## config.mk

```make
export PLATFORM = sky130hd
export DESIGN_NAME = pipeline_hazard_ctrl
export DESIGN_NICKNAME = d
export VERILOG_FILES = /design/src/rtl/pipe_ctrl_pkg.sv /design/src/rtl/sat_counter.sv /design/src/rtl/pipeline_hazard_ctrl.sv
export SDC_FILE = /design/constraint.sdc
export NUM_CORES = 1
export LEC_CHECK = 0
export BUFFER_PORTS_ARGS = -buffer_cell sky130_fd_sc_hd__buf_4
export CAP_MARGIN = 25
export CELL_PAD_IN_SITES_DETAIL_PLACEMENT = 1
export CELL_PAD_IN_SITES_GLOBAL_PLACEMENT = 2
export CORE_ASPECT_RATIO = 0.7
export CORE_MARGIN = 2
export CORE_UTILIZATION = 28
export DETAILED_ROUTE_END_ITERATION = 6
export PLACE_DENSITY = 0.71
export SLEW_MARGIN = 20
export SYNTH_ARGS = -nofsm -noshare
export SYNTH_HDL_FRONTEND = slang
export SYNTH_SLANG_ARGS = --single-unit
```

## constraint.sdc

```tcl
create_clock -name clk -period 2.3 [get_ports clk]
set_clock_uncertainty 0.1 [all_clocks]
set_input_delay 0.345 -clock clk [delete_from_list [all_inputs] [get_ports clk]]
set_output_delay 0.345 -clock clk [all_outputs]
set_load 0.03 [all_outputs]
```

## src/rtl/pipe_ctrl_pkg.sv

```systemverilog
// Shared encodings for the pipeline hazard controller: FSM states and
// architectural constants used by the stall/flush logic.
package pipe_ctrl_pkg;

  typedef enum logic [1:0] {
    RUN      = 2'd0,
    MEM_WAIT = 2'd1,
    ERROR    = 2'd2
  } state_e;

  localparam logic [31:0] NOP_INSN = 32'h00000013;
  localparam logic [4:0]  REG_X0   = 5'd0;

endpackage

```

## src/rtl/sat_counter.sv

```systemverilog
// Saturating up-counter with synchronous clear; clear has priority over inc.
module sat_counter #(
  parameter int unsigned W = 16
) (
  input  logic         clk,
  input  logic         reset,
  input  logic         clr,
  input  logic         inc,
  output logic [W-1:0] cnt
);

  logic [W-1:0] cnt_q, cnt_d;

  always_comb begin
    cnt_d = cnt_q;
    if (clr) begin
      cnt_d = '0;
    end else if (inc && (cnt_q != '1)) begin
      cnt_d = cnt_q + W'(1);
    end
  end

  always_ff @(posedge clk or negedge reset) begin
    if (!reset) cnt_q <= '0;
    else        cnt_q <= cnt_d;
  end

  assign cnt = cnt_q;

endmodule

```

## src/rtl/pipeline_hazard_ctrl.sv

```systemverilog
// Central stall/flush controller: load-use bubbles, taken-branch squash,
// data-memory freeze with timeout, and saturating perf counters.
module pipeline_hazard_ctrl
  import pipe_ctrl_pkg::*;
#(
  parameter int unsigned MEM_TIMEOUT = 64,
  parameter int unsigned CNT_W       = 16
) (
  input  logic             clk,
  input  logic             reset,
  input  logic [4:0]       id_rs1,
  input  logic [4:0]       id_rs2,
  input  logic             id_use_rs1,
  input  logic             id_use_rs2,
  input  logic [4:0]       ex_rd,
  input  logic             ex_memread,
  input  logic             ex_branch_taken,
  input  logic             dmem_req,
  input  logic             dmem_ready,
  input  logic             perf_clr,
  output logic             pc_write,
  output logic             pc_sel_branch,
  output logic             if_id_write,
  output logic             if_id_flush,
  output logic             id_ex_write,
  output logic             id_ex_flush,
  output logic             ex_mem_write,
  output logic             mem_err,
  output logic [CNT_W-1:0] stall_cnt,
  output logic [CNT_W-1:0] flush_cnt
);

  localparam int unsigned      TMO_W    = $clog2(MEM_TIMEOUT + 1);
  localparam logic [TMO_W-1:0] TMO_LAST = TMO_W'(MEM_TIMEOUT - 1);

  state_e           state_q, state_d;
  logic             br_pend_q, br_pend_d;
  logic [TMO_W-1:0] tmo_q, tmo_d;
  logic             mem_err_q, mem_err_d;
  logic             stall_inc, flush_inc;
  logic             hazard_eval, branch;
  logic             load_use;

  assign load_use = ex_memread && (ex_rd != REG_X0) &&
                    ((id_use_rs1 && (id_rs1 == ex_rd)) ||
                     (id_use_rs2 && (id_rs2 == ex_rd)));

  always_comb begin
    state_d       = state_q;
    br_pend_d     = br_pend_q;
    tmo_d         = tmo_q;
    mem_err_d     = mem_err_q;
    stall_inc     = 1'b0;
    flush_inc     = 1'b0;
    hazard_eval   = 1'b0;
    branch        = 1'b0;
    pc_write      = 1'b1;
    pc_sel_branch = 1'b0;
    if_id_write   = 1'b1;
    if_id_flush   = 1'b0;
    id_ex_write   = 1'b1;
    id_ex_flush   = 1'b0;
    ex_mem_write  = 1'b1;

    case (state_q)
      RUN: begin
        if (dmem_req && !dmem_ready) begin
          {pc_write, if_id_write, id_ex_write, ex_mem_write} = '0;
          state_d   = MEM_WAIT;
          tmo_d     = TMO_W'(1);
          br_pend_d = ex_branch_taken;
          stall_inc = 1'b1;
        end else begin
          hazard_eval = 1'b1;
          branch      = ex_branch_taken;
        end
      end
      MEM_WAIT: begin
        if (!dmem_ready) begin
          {pc_write, if_id_write, id_ex_write, ex_mem_write} = '0;
          stall_inc = 1'b1;
          br_pend_d = br_pend_q | ex_branch_taken;
          tmo_d     = tmo_q + TMO_W'(1);
          if (tmo_q == TMO_LAST) begin
            state_d   = ERROR;
            mem_err_d = 1'b1;
          end
        end else begin
          // Release cycle: a branch seen at any point during the freeze is honoured now.
          state_d     = RUN;
          tmo_d       = '0;
          br_pend_d   = 1'b0;
          hazard_eval = 1'b1;
          branch      = br_pend_q | ex_branch_taken;
        end
      end
      default: begin
        {pc_write, if_id_write, id_ex_write, ex_mem_write} = '0;
        mem_err_d = 1'b1;
      end
    endcase

    if (hazard_eval) begin
      if (branch) begin
        pc_sel_branch = 1'b1;
        if_id_flush   = 1'b1;
        id_ex_flush   = 1'b1;
        flush_inc     = 1'b1;
      end else if (load_use) begin
        pc_write    = 1'b0;
        if_id_write = 1'b0;
        id_ex_flush = 1'b1;
        stall_inc   = 1'b1;
      end
    end

    if (!reset) begin
      {pc_write, pc_sel_branch, if_id_write, id_ex_write, ex_mem_write} = '0;
      if_id_flush = 1'b1;
      id_ex_flush = 1'b1;
    end
  end

  always_ff @(posedge clk or negedge reset) begin
    if (!reset) begin
      state_q   <= RUN;
      br_pend_q <= 1'b0;
      tmo_q     <= '0;
      mem_err_q <= 1'b0;
    end else begin
      state_q   <= state_d;
      br_pend_q <= br_pend_d;
      tmo_q     <= tmo_d;
      mem_err_q <= mem_err_d;
    end
  end

  assign mem_err = mem_err_q;

  sat_counter #(.W(CNT_W)) u_stall_cnt (
    .clk   (clk),
    .reset (reset),
    .clr   (perf_clr),
    .inc   (stall_inc),
    .cnt   (stall_cnt)
  );

  sat_counter #(.W(CNT_W)) u_flush_cnt (
    .clk   (clk),
    .reset (reset),
    .clr   (perf_clr),
    .inc   (flush_inc),
    .cnt   (flush_cnt)
  );

endmodule
```

**Word level (Yosys, flattened, before mapping)**

Cells that the tools add are included.

- Bits in registers: 43
- Latch bits: 0
- RAM bits: 0
- Bits in read-only memories: 0
- Bits of input ports: 24
- Output and inout bits: 40
- Word-level logic and storage cells: 80
- Memories: 0

- Add/subtract/negate cells: 3
- Multipliers: 0
- Div/mod/pow operators: 0
- Order comparisons: 0
- Equal/unequal tests: 10
- Shift operators: 0
- Muxes and demuxes: 42
- Bitwise operators: 2
- Reduce and logical (&&, ||, !) cells: 17

Operators by type and width:

| cell | count |
|---|---|
| two-way mux 16 bit | 4 |
| adder 16 x 1 -> 16 bit (second input constant) | 2 |
| != test 16 bit (second input constant) | 2 |
| two-way mux 1 bit | 26 |
| two-way mux 7 bit | 2 |
| one-hot mux 7 bit (2 select lines) | 1 |
| equality test 5 bit | 2 |
| one-hot mux 1 bit (2 select lines) | 5 |
| adder 7 x 1 -> 7 bit (second input constant) | 1 |
| equality test 7 x 6 -> 1 bit (second input constant) | 1 |
| logical AND 1 bit | 7 |
| two-way mux 2 bit | 3 |
| != test 2 bit (second input constant) | 3 |
| AND reduction 3 bit | 2 |
| nonzero test 2 bit | 3 |
| nonzero test 5 bit | 1 |
| one-hot mux 2 bit (2 select lines) | 1 |
| != test 3 bit (second input constant) | 1 |
| equality test 2 x 1 -> 1 bit (second input constant) | 1 |
| logical NOT 2 bit | 1 |
| AND reduction 2 bit | 1 |
| logical NOT 1 bit | 1 |
| logical OR 1 bit | 1 |
| inverter 1 bit | 1 |
| OR 1 bit | 1 |

**Depth between registers and ports, before layout**

Gate-level depths: netlist of the first run.

- Depth in word-level cells: 10
- Gate-level depth with buffers: 9
- Gate-level depth less buffers: 7

**Modules after synthesis**

Synthesis of the first run repeated with hierarchy kept, for this count alone.

- Cells, all modules: 288
- Area total of the unflattened synthesis: 2678.8 um2

Modules (own cells, without submodules):

| module | times used | cells each | area each (um2) |
|---|---|---|---|
| sat_counter | 2 | 98 | 942.2 |
| pipeline_hazard_ctrl | 1 | 92 | 794.5 |

**Worst setup path before layout of the first run**

OpenSTA, ideal clock, no wires.

- Path type: input port to output port
- Start: input port ex_rd[1]
- End: output port pc_write
- Arrival time: 2041 ps
- Required time: 1855 ps
- Setup slack: -186 ps
- Stages on the path: 5
- Cell sequence: or4_1 -> o21ai_2 -> and2b_1 -> a21oi_1 -> buf_4

- Cells in the longest elaborated chain, start to end: 8
- Elaborated cells between the ends (all ways): 12
- Those cells by class: 2 x eq/ne; 4 x mux; 6 x reduce/logical

Ends and longest elaborated chain:

| element | RTL line | RTL |
|---|---|---|
| start: declaration | pipeline_hazard_ctrl.sv:15 | `input logic [4:0] ex_rd,` |
| equality test 5 bit, on equally long branches | pipeline_hazard_ctrl.sv:45, pipeline_hazard_ctrl.sv:46 |  |
| logical AND 1 bit, on equally long branches | pipeline_hazard_ctrl.sv:45, pipeline_hazard_ctrl.sv:46 |  |
| logical OR 1 bit | pipeline_hazard_ctrl.sv:45 | `((id_use_rs1 && (id_rs1 == ex_rd)) \|\|` |
| logical AND 1 bit (*) | pipeline_hazard_ctrl.sv:44 | `assign load_use = ex_memread && (ex_rd != REG_X0) &&` |
| two-way mux 1 bit (*) (4 in series) | -- |  |
| end: declaration | pipeline_hazard_ctrl.sv:21 | `output logic pc_write,` |

Every way passes the cells marked *; elsewhere a longest branch is shown, timed or not.

**Worst setup path in the final report of the first run**

- Start: input port ex_rd[1]
- End: output port pc_write

- Cells in the longest elaborated chain, start to end: 8
- Elaborated cells between the ends (all ways): 12
- Those cells by class: 2 x eq/ne; 4 x mux; 6 x reduce/logical

Ends and longest elaborated chain:

| element | RTL line | RTL |
|---|---|---|
| equality test 5 bit, on equally long branches | pipeline_hazard_ctrl.sv:45, pipeline_hazard_ctrl.sv:46 |  |
| logical AND 1 bit, on equally long branches | pipeline_hazard_ctrl.sv:45, pipeline_hazard_ctrl.sv:46 |  |
| logical OR 1 bit | pipeline_hazard_ctrl.sv:45 |  |
| logical AND 1 bit (*) | pipeline_hazard_ctrl.sv:44 |  |
| two-way mux 1 bit (*) | pipeline_hazard_ctrl.sv:109 | `end else if (load_use) begin` |
| two-way mux 1 bit (*) | pipeline_hazard_ctrl.sv:104 | `if (branch) begin` |
| two-way mux 1 bit (*) | pipeline_hazard_ctrl.sv:103 | `if (hazard_eval) begin` |
| two-way mux 1 bit (*) | pipeline_hazard_ctrl.sv:117 | `if (!reset) begin` |

Marked as above.

==> results of run 1 <==
final cells by class:
cell class,instances,share of cell area
Inverter,7,0.00755
Tap cell,120,0.0431
Sequential cell,43,0.310
Clock inverter,3,0.00575
Timing Repair Buffer,97,0.211
Multi-Input combinational cell,205,0.387
Clock buffer,5,0.0360
critical path, cell delays in order:
cell and delay, ns:
buf_4 0.12, or4_1 0.55, o21ai_2 0.17, and2b_1 0.24
a21oi_2 0.17, buf_4 0.18
through the flow:
stage | util | power, mW
6_report | 0.407 | 1.86
5_1_grt | 0.407 | 1.95
4_1_cts | 0.395 | 1.86
3_5_place_dp | 0.378 | 1.14
3_3_place_gp | 0.378 | 1.13
2_1_floorplan | - | 1.00
path summary, 6_finish.rpt:
check | startpoint | to | cells after the start
worst min register to register | mem_err$_DFFE_PN0P_ | mem_err$_DFFE_PN0P_ | 1
worst max register to register | u_stall_cnt.cnt[0]$_DFFE_PN0P_ | u_stall_cnt.cnt[5]$_DFFE_PN0P_ | 9
worst min-delay path | reset | br_pend_q$_DFFE_PN0P_ | 2
worst max-delay path | ex_rd[1] | pc_write | 6
min in group clk | dmem_ready | state_q[0]$_DFFE_PN0P_ | 4
max in group asynchronous | reset | state_q[0]$_DFFE_PN0P_ | 2
routing by layer:
metal,GRT usage,vias up,part of all wire
met3,0.0299,5,0.043
met1,0.219,1155,0.49
met4,0.0257,0,0.0064
met2,0.229,51,0.46
li1,-,1132,-
met5,0,-,0
flip-flops by register name, indices dropped and copies added, names as in the netlist:
name and cells:
br_pend_q 1, u_stall_cnt.cnt 16, state_q 2, mem_err 1
tmo_q 7, u_flush_cnt.cnt 16
placed cells by master (no fill, tap or decap), types with 2 or more instances in the layout:
master	instances
o31ai_1	5
mux2i_1	2
nand4_1	15
a2bb2oi_2	2
or4_1	3
a21oi_2	4
xor2_1	15
dfrtp_2	2
clkbuf_16	5
nand3_1	11
nor2_1	33
a21oi_1	17
xnor2_1	14
or4_4	2
buf_6	2
nand2_1	20
buf_4	94
clkinvlp_4	2
or3_1	11
dfrtp_1	41
nor2b_1	2
inv_1	6
ha_1	2
o21ai_0	8
o21ai_1	8
and3_1	6
power breakdown:
group          internal, mW  leakage, nW  total [mW]  switching [mW]
logic                 0.145        0.897       0.329           0.184
clock network         0.401       0.0658       0.713           0.312
registers             0.783        0.591       0.814          0.0302
timing repair:
item | in CTS | in global routing
endpoints found under the hold margin | 0 | 0
endpoints found under the setup margin | 3 | 15
pin swaps | 1 | 5
buffers inserted | 0 | 5
gates resized for setup | 0 | 14
cloned | 0 | 1
kinds of logic after synthesis:
logic type / Yosys count / synth area share
multiplexers: 3 / 0.0140
buffers and inverters: 22 / 0.0507
XOR/XNOR: 29 / 0.102
AND/OR/NAND/NOR: 118 / 0.250
AO/OA/AOI/OAI: 52 / 0.136
adder cells (fa/ha/maj): 3 / 0.0151
flip-flops: 43 / 0.432
==> flow_summary_export.csv, run 1 <==
group,metric,value,unit
outcome,outcome,"complete, no violations",
route,wl,7220,µm
floorplan,pin_count,64,
synth,yosysWarningCount,0,
timing,fin_crit_sh,0.961,
synth,synth.most_common_cell,"dfrtp_1",
synth,syn_avg_cell_area,9.24,µm²
route,drc,0,
layout,stdcell_count,480,
synth,synth-seq-area-share,0.432,
route,detail-route-antenna-nets,0,
timing,finalSetupTns,0,ns
route,vias_per_cell,4.88,
run,maxCapViolations,0,
timing,max_slew.worst_pin.slew,0.578,ns
layout,drive_gt1_frac,0.364,
timing,setup_violations,0,
critical_path,path_max_fanout,3,
global_route,grt_first_pass_wirelength,11600,µm
critical_path,startpoint_type,"input pin",
global_route,grt.overflow.total,0,
synth,synth_top_cell_area_share,0.432,
floorplan,die_h,83.0,µm
critical_path,cp_data_arrival_time,1.77,ns
synth,ys_top_cells_by_count,"dfrtp_1, nor2_1, a21oi_1, nand2_1",
layout,n_antenna_cell,0,
clock_network,clk_transition_reported_paths,0.06,ns
timing,worst_slack,0.0887,ns
layout,fillers,1029,
place,port_buffers,63,
synth,yosys.area.top_type,"dfrtp_1",
global_route,grt_use_total,0.149,
critical_path,critPathRequiredTime,1.86,ns
power_and_ir_drop,ir_drop,0.000277,V
layout,final_area,0.00348,mm²
clock_network,clockRootBuffer,"clkbuf_16",
clock_network,insertion_delay,0.28,ns
place,dp_hpwl,5380,µm
power_and_ir_drop,power_density,533,mW/mm²
clock_network,cts_sinks,43,
global_route,antenna_found_initial,0,
global_route,first_global_vias,2308,
timing,max_freq,452,MHz
layout,multi_input_area,0.00135,mm²
synth,netlist_instances,270,
synth,synth_area_leaders,"dfrtp_1, xor2_1, nor2_1",
place,dp_worst_setup_slack,-0.00876,ns
timing,timing.hold.ws,0.0657,ns
floorplan,core_area,0.00855,mm²
place,placed_area,0.00323,mm²
floorplan,start_util,0.292,
synth,ys_ff_latch,43,
synth,synth_nets,297,
power_and_ir_drop,p_leak,1.55,nW
timing,final.min_clock_period,2.21,ns
synth,synthArstFlopShare,1.00,
synth,synth-edff-count,0,
layout,fin_nets,386,
route,vias,2343,
timing,hold_viol,0,
route,drt_iter0_drc,85,
critical_path,cp-end-kind,"output port",
clock_network,max-clock-path-buffers,2,
layout,seq_area,0.00108,mm²
clock_network,cts_tree,"yes",
place,dp_cells,466,
critical_path,r2r_slack,0.10,ns
route,wl_per_cell,15.0,µm
global_route,grt_max_degree,44,
floorplan,rows,28,
clock_network,h-tree-depth,2,
synth,synth_area,0.00249,mm²
clock_network,cts_buffers,5,
route,dr.pass1.iters,4,
synth,yosys_most_used_dff,"dfrtp_1",
timing,slew_viol_final,0,
place,gp_congestion,0.759,
hold_path,hp-class,"in2async",
layout,area_growth,39.5,%
timing,slew_headroom,0.615,
critical_path,criticalPathCategory,"in2out",
floorplan,die_w,117,µm
synth,ys_types,48,
clock_network,ctsHoldBuffers,0,
floorplan,die-area,0.00969,mm²
Note: power is estimated with default switching activity, not from simulation.
==> inputs of run 2 (changes only) <==
--- a/config.mk
+++ b/config.mk
@@ -8,3 +8,3 @@
 export BUFFER_PORTS_ARGS = -buffer_cell sky130_fd_sc_hd__buf_4
-export CAP_MARGIN = 25
+export CAP_MARGIN = 20
 export CELL_PAD_IN_SITES_DETAIL_PLACEMENT = 1
@@ -13,5 +13,5 @@
 export CORE_MARGIN = 2
-export CORE_UTILIZATION = 28
+export CORE_UTILIZATION = 29
 export DETAILED_ROUTE_END_ITERATION = 6
-export PLACE_DENSITY = 0.71
+export PLACE_DENSITY = 0.72
 export SLEW_MARGIN = 20
@@ -19,2 +19,3 @@
 export SYNTH_HDL_FRONTEND = slang
+export SYNTH_HIERARCHICAL = 1
 export SYNTH_SLANG_ARGS = --single-unit
==> constraint.sdc (replaced) <==
create_clock -name clk -period 2.3 [get_ports clk]
set_clock_uncertainty 0.1 [all_clocks]
set_input_delay 0.115 -clock clk [delete_from_list [all_inputs] [get_ports clk]]
set_output_delay 0.115 -clock clk [all_outputs]
set_load 0.03 [all_outputs]
==> run 2 against run 1 <==
Non-clock buffer count increased by 17. Combinational power increased by 11%. Worst hold slack improved by 0.036 ns. Area after synthesis increased by 7.4%. Synthesized cell count increased by 6.7%. Sequential cell count unchanged. Count of clock-buffer cells in the layout increased by 1. Critical path depth increased by 1. First-iteration DRC count increased by 68%. Final cell count increased by 8.3%. Largest power group is now the clock network.
==> flow_summary_export.csv, run 2 <==
group,metric,value,unit
global_route,grt_first_pass_wirelength,14100,µm
critical_path,cpMaxStageDelayCell,"or4_2",
power_and_ir_drop,p_clk_frac,0.409,
timing,fin_crit_sh,0.990,
timing,slew_headroom,0.617,
route,vias,2759,
synth,ys_top_cells_by_count,"dfrtp_1, a21oi_1, nand2_1, o31ai_1",
route,wl_per_cell,16.7,µm
layout,layout.cells.most_common,"buf_4",
synth,synth-edff-count,0,
timing,worst_slack,0.0239,ns
run,maxCapViolations,0,
synth,synth_nets,315,
layout,fin_nets,423,
global_route,grt_use_total,0.173,
power_and_ir_drop,pwr-share-seq,0.406,
global_route,grt.overflow.total,0,
route,detail-route-antenna-nets,0,
route,dr.pass1.iters,4,
timing,timing.hold.ws,0.102,ns
floorplan,pin_count,64,
timing,slew_viol_final,0,
clock_network,cts_buffers,5,
power_and_ir_drop,p_int,1.45,mW
power_and_ir_drop,power_density,500,mW/mm²
place,dp_hpwl,6230,µm
critical_path,path_max_fanout,5,
global_route,grt_max_degree,41,
synth,synth.most_common_cell,"dfrtp_1",
critical_path,cp-end-kind,"register",
global_route,first_global_vias,2775,
route,vias_per_cell,5.31,
critical_path,crit_chain,"o22ai_4 > o2bb2ai_4 > o41ai_4 > inv_2 > buf_2 > or4_2 > a21oi_1",
floorplan,die-area,0.0100,mm²
route,wl,8680,µm
synth,synth-seq-area-share,0.402,
place,port_buffers,63,
place,dp_cells,504,
floorplan,die_h,84.4,µm
place,dp_worst_setup_slack,-0.185,ns
synth,yosysWarningCount,6,
power_and_ir_drop,ir_drop,0.000242,V
layout,fin_util,0.436,
place,placed_area,0.00355,mm²
clock_network,insertion_delay,0.29,ns
floorplan,die_w,119,µm
synth,synth_area_leaders,"dfrtp_1, a21oi_1, o31ai_1",
route,drc,0,
clock_network,max-clock-path-buffers,2,
synth,netlist_instances,288,
synth,synth_area,0.00268,mm²
critical_path,critPathMaxStageDelay,0.61,ns
layout,seq_area,0.00108,mm²
layout,final_area,0.00394,mm²
floorplan,core_area,0.00903,mm²
layout,n_antenna_cell,0,
clock_network,clockRootBuffer,"clkbuf_16",
critical_path,criticalPathCategory,"reg2reg",
outcome,outcome,"complete, no violations",
timing,hold_viol,0,
clock_network,h-tree-depth,2,
floorplan,rows,29,
power_and_ir_drop,p_leak,1.78,nW
timing,max_freq,439,MHz
global_route,antenna_found_initial,0,
route,drt_iter0_drc,143,
power_and_ir_drop,power_frac_comb,0.184,
critical_path,critPathRequiredTime,2.40,ns
floorplan,start_util,0.296,
clock_network,cts_tree,"yes",
synth,ys_types,49,
synth,syn_avg_cell_area,9.30,µm²
hold_path,hp-class,"in2async",
critical_path,cp_data_arrival_time,2.38,ns
timing,max_slew.worst_pin.slew,0.571,ns
layout,stdcell_count,520,
layout,drive_gt1_frac,0.422,
layout,area_growth,47.2,%
synth,yosys_most_used_dff,"dfrtp_1",
timing,final.min_clock_period,2.28,ns
layout,multi_input_area,0.00165,mm²
synth,ys_ff_latch,43,
timing,setup_violations,0,
synth,yosys.area.top_type,"dfrtp_1",
synth,synthArstFlopShare,1.00,
critical_path,startpoint_type,"register",
place,gp_congestion,0.752,
layout,mostFrequentLayoutCells,"buf_4, dfrtp_1, nand2_1",
timing,rsz0062_at_grt,"yes",
synth,synth_top_cell_area_share,0.402,
clock_network,clk_transition_reported_paths,0.06,ns
layout,fillers,1037,
power_and_ir_drop,switching_share,0.262,
power_and_ir_drop,p_sw,0.517,mW
clock_network,cts_sinks,43,
[run 2: cell count changes after synthesis, moves of 8 or more]
| cell | previous run | this run |
|---|---|---|
| nor4_1 | 1 | 9 |
| xnor2_1 | 14 | 3 |
| mux2_1 | 0 | 8 |
| nor2_1 | 34 | 13 |
| o31ai_1 | 5 | 14 |
[run 2: layer usage]
layer | part of all wire | track usage | up-vias
met5 | 0 | 0 | -
met4 | 0.0086 | 0.0390 | 0
met3 | 0.045 | 0.0346 | 7
li1 | - | - | 1318
met1 | 0.49 | 0.242 | 1372
met2 | 0.46 | 0.276 | 62
[run 2: power by group through the flow]
stage	combinational [mW]	clock, mW	sequential (mW)
after global placement	0.318	0	0.812
final	0.364	0.807	0.801
after detailed placement	0.328	0	0.814
after global routing	0.399	0.853	0.804
after floorplan	0.146	0	0.820
after CTS	0.353	0.829	0.800
[run 2: layout make-up]
cell class,instances,share of cell area
inverter,10,0.00952
multi-input combinational,222,0.418
clock buffer,6,0.0327
timing repair buffer,114,0.219
clock inverter,1,0.00762
sequential,43,0.274
tap,124,0.0394
[run 2: logic make-up (layout without fill, tap and decap cells)]
logic type,Yosys count,in the layout,synth area share
buf+inv,23,131,0.0411
mux,8,8,0.0336
xor+xnor,11,11,0.0360
compound gates,77,77,0.188
simple gates,123,123,0.285
flops,43,43,0.402
fa+ha+maj,3,3,0.0140
[run 2: path summary, 6_finish.rpt]
kind                                   startpoint                              end  slack, ns  depth (start not counted)
min in group clk                  ex_branch_taken            br_pend_q$_DFFE_PN0P_       0.11                          3
hold reg to reg               mem_err$_DFFE_PN0P_              mem_err$_DFFE_PN0P_       0.39                          1
max in group asynchronous                   reset  u_flush_cnt/cnt[11]$_DFFE_PN0P_       1.51                          3
hold / removal                              reset             tmo_q[4]$_DFFE_PN0P_       0.10                          2
setup / recovery           state_q[0]$_DFFE_PN0P_   u_stall_cnt/cnt[2]$_DFFE_PN0P_       0.02                          7
setup reg to reg           state_q[0]$_DFFE_PN0P_   u_stall_cnt/cnt[2]$_DFFE_PN0P_       0.02                          7
[run 2: critical path: cells and delay by family (launching register included)]
kind / cells / cell delay, ns
AO/OA/AOI/OAI: 4 / 0.81
buffers and inverters: 2 / 0.23
flip-flops: 1 / 0.44
AND/OR/NAND/NOR: 1 / 0.61
[run 2: what timing repair did]
item / 4_1_cts / 5_1_grt
buffers inserted: 8 / 1
hold buffers: 1 / 0
hold endpoints to repair: 43 / 0
setup endpoints to repair: 23 / 20
resized for setup: 14 / 20
pin swaps: 4 / 4
gates cloned: 0 / 0
[run 2: per-stage QoR]
step	power [mW]	setup TNS (ns)
4_1_cts	1.98	0
2_1_floorplan	0.965	0
3_3_place_gp	1.13	-1.24
3_5_place_dp	1.14	-2.25
5_1_grt	2.06	-0.117
6_report	1.97	0
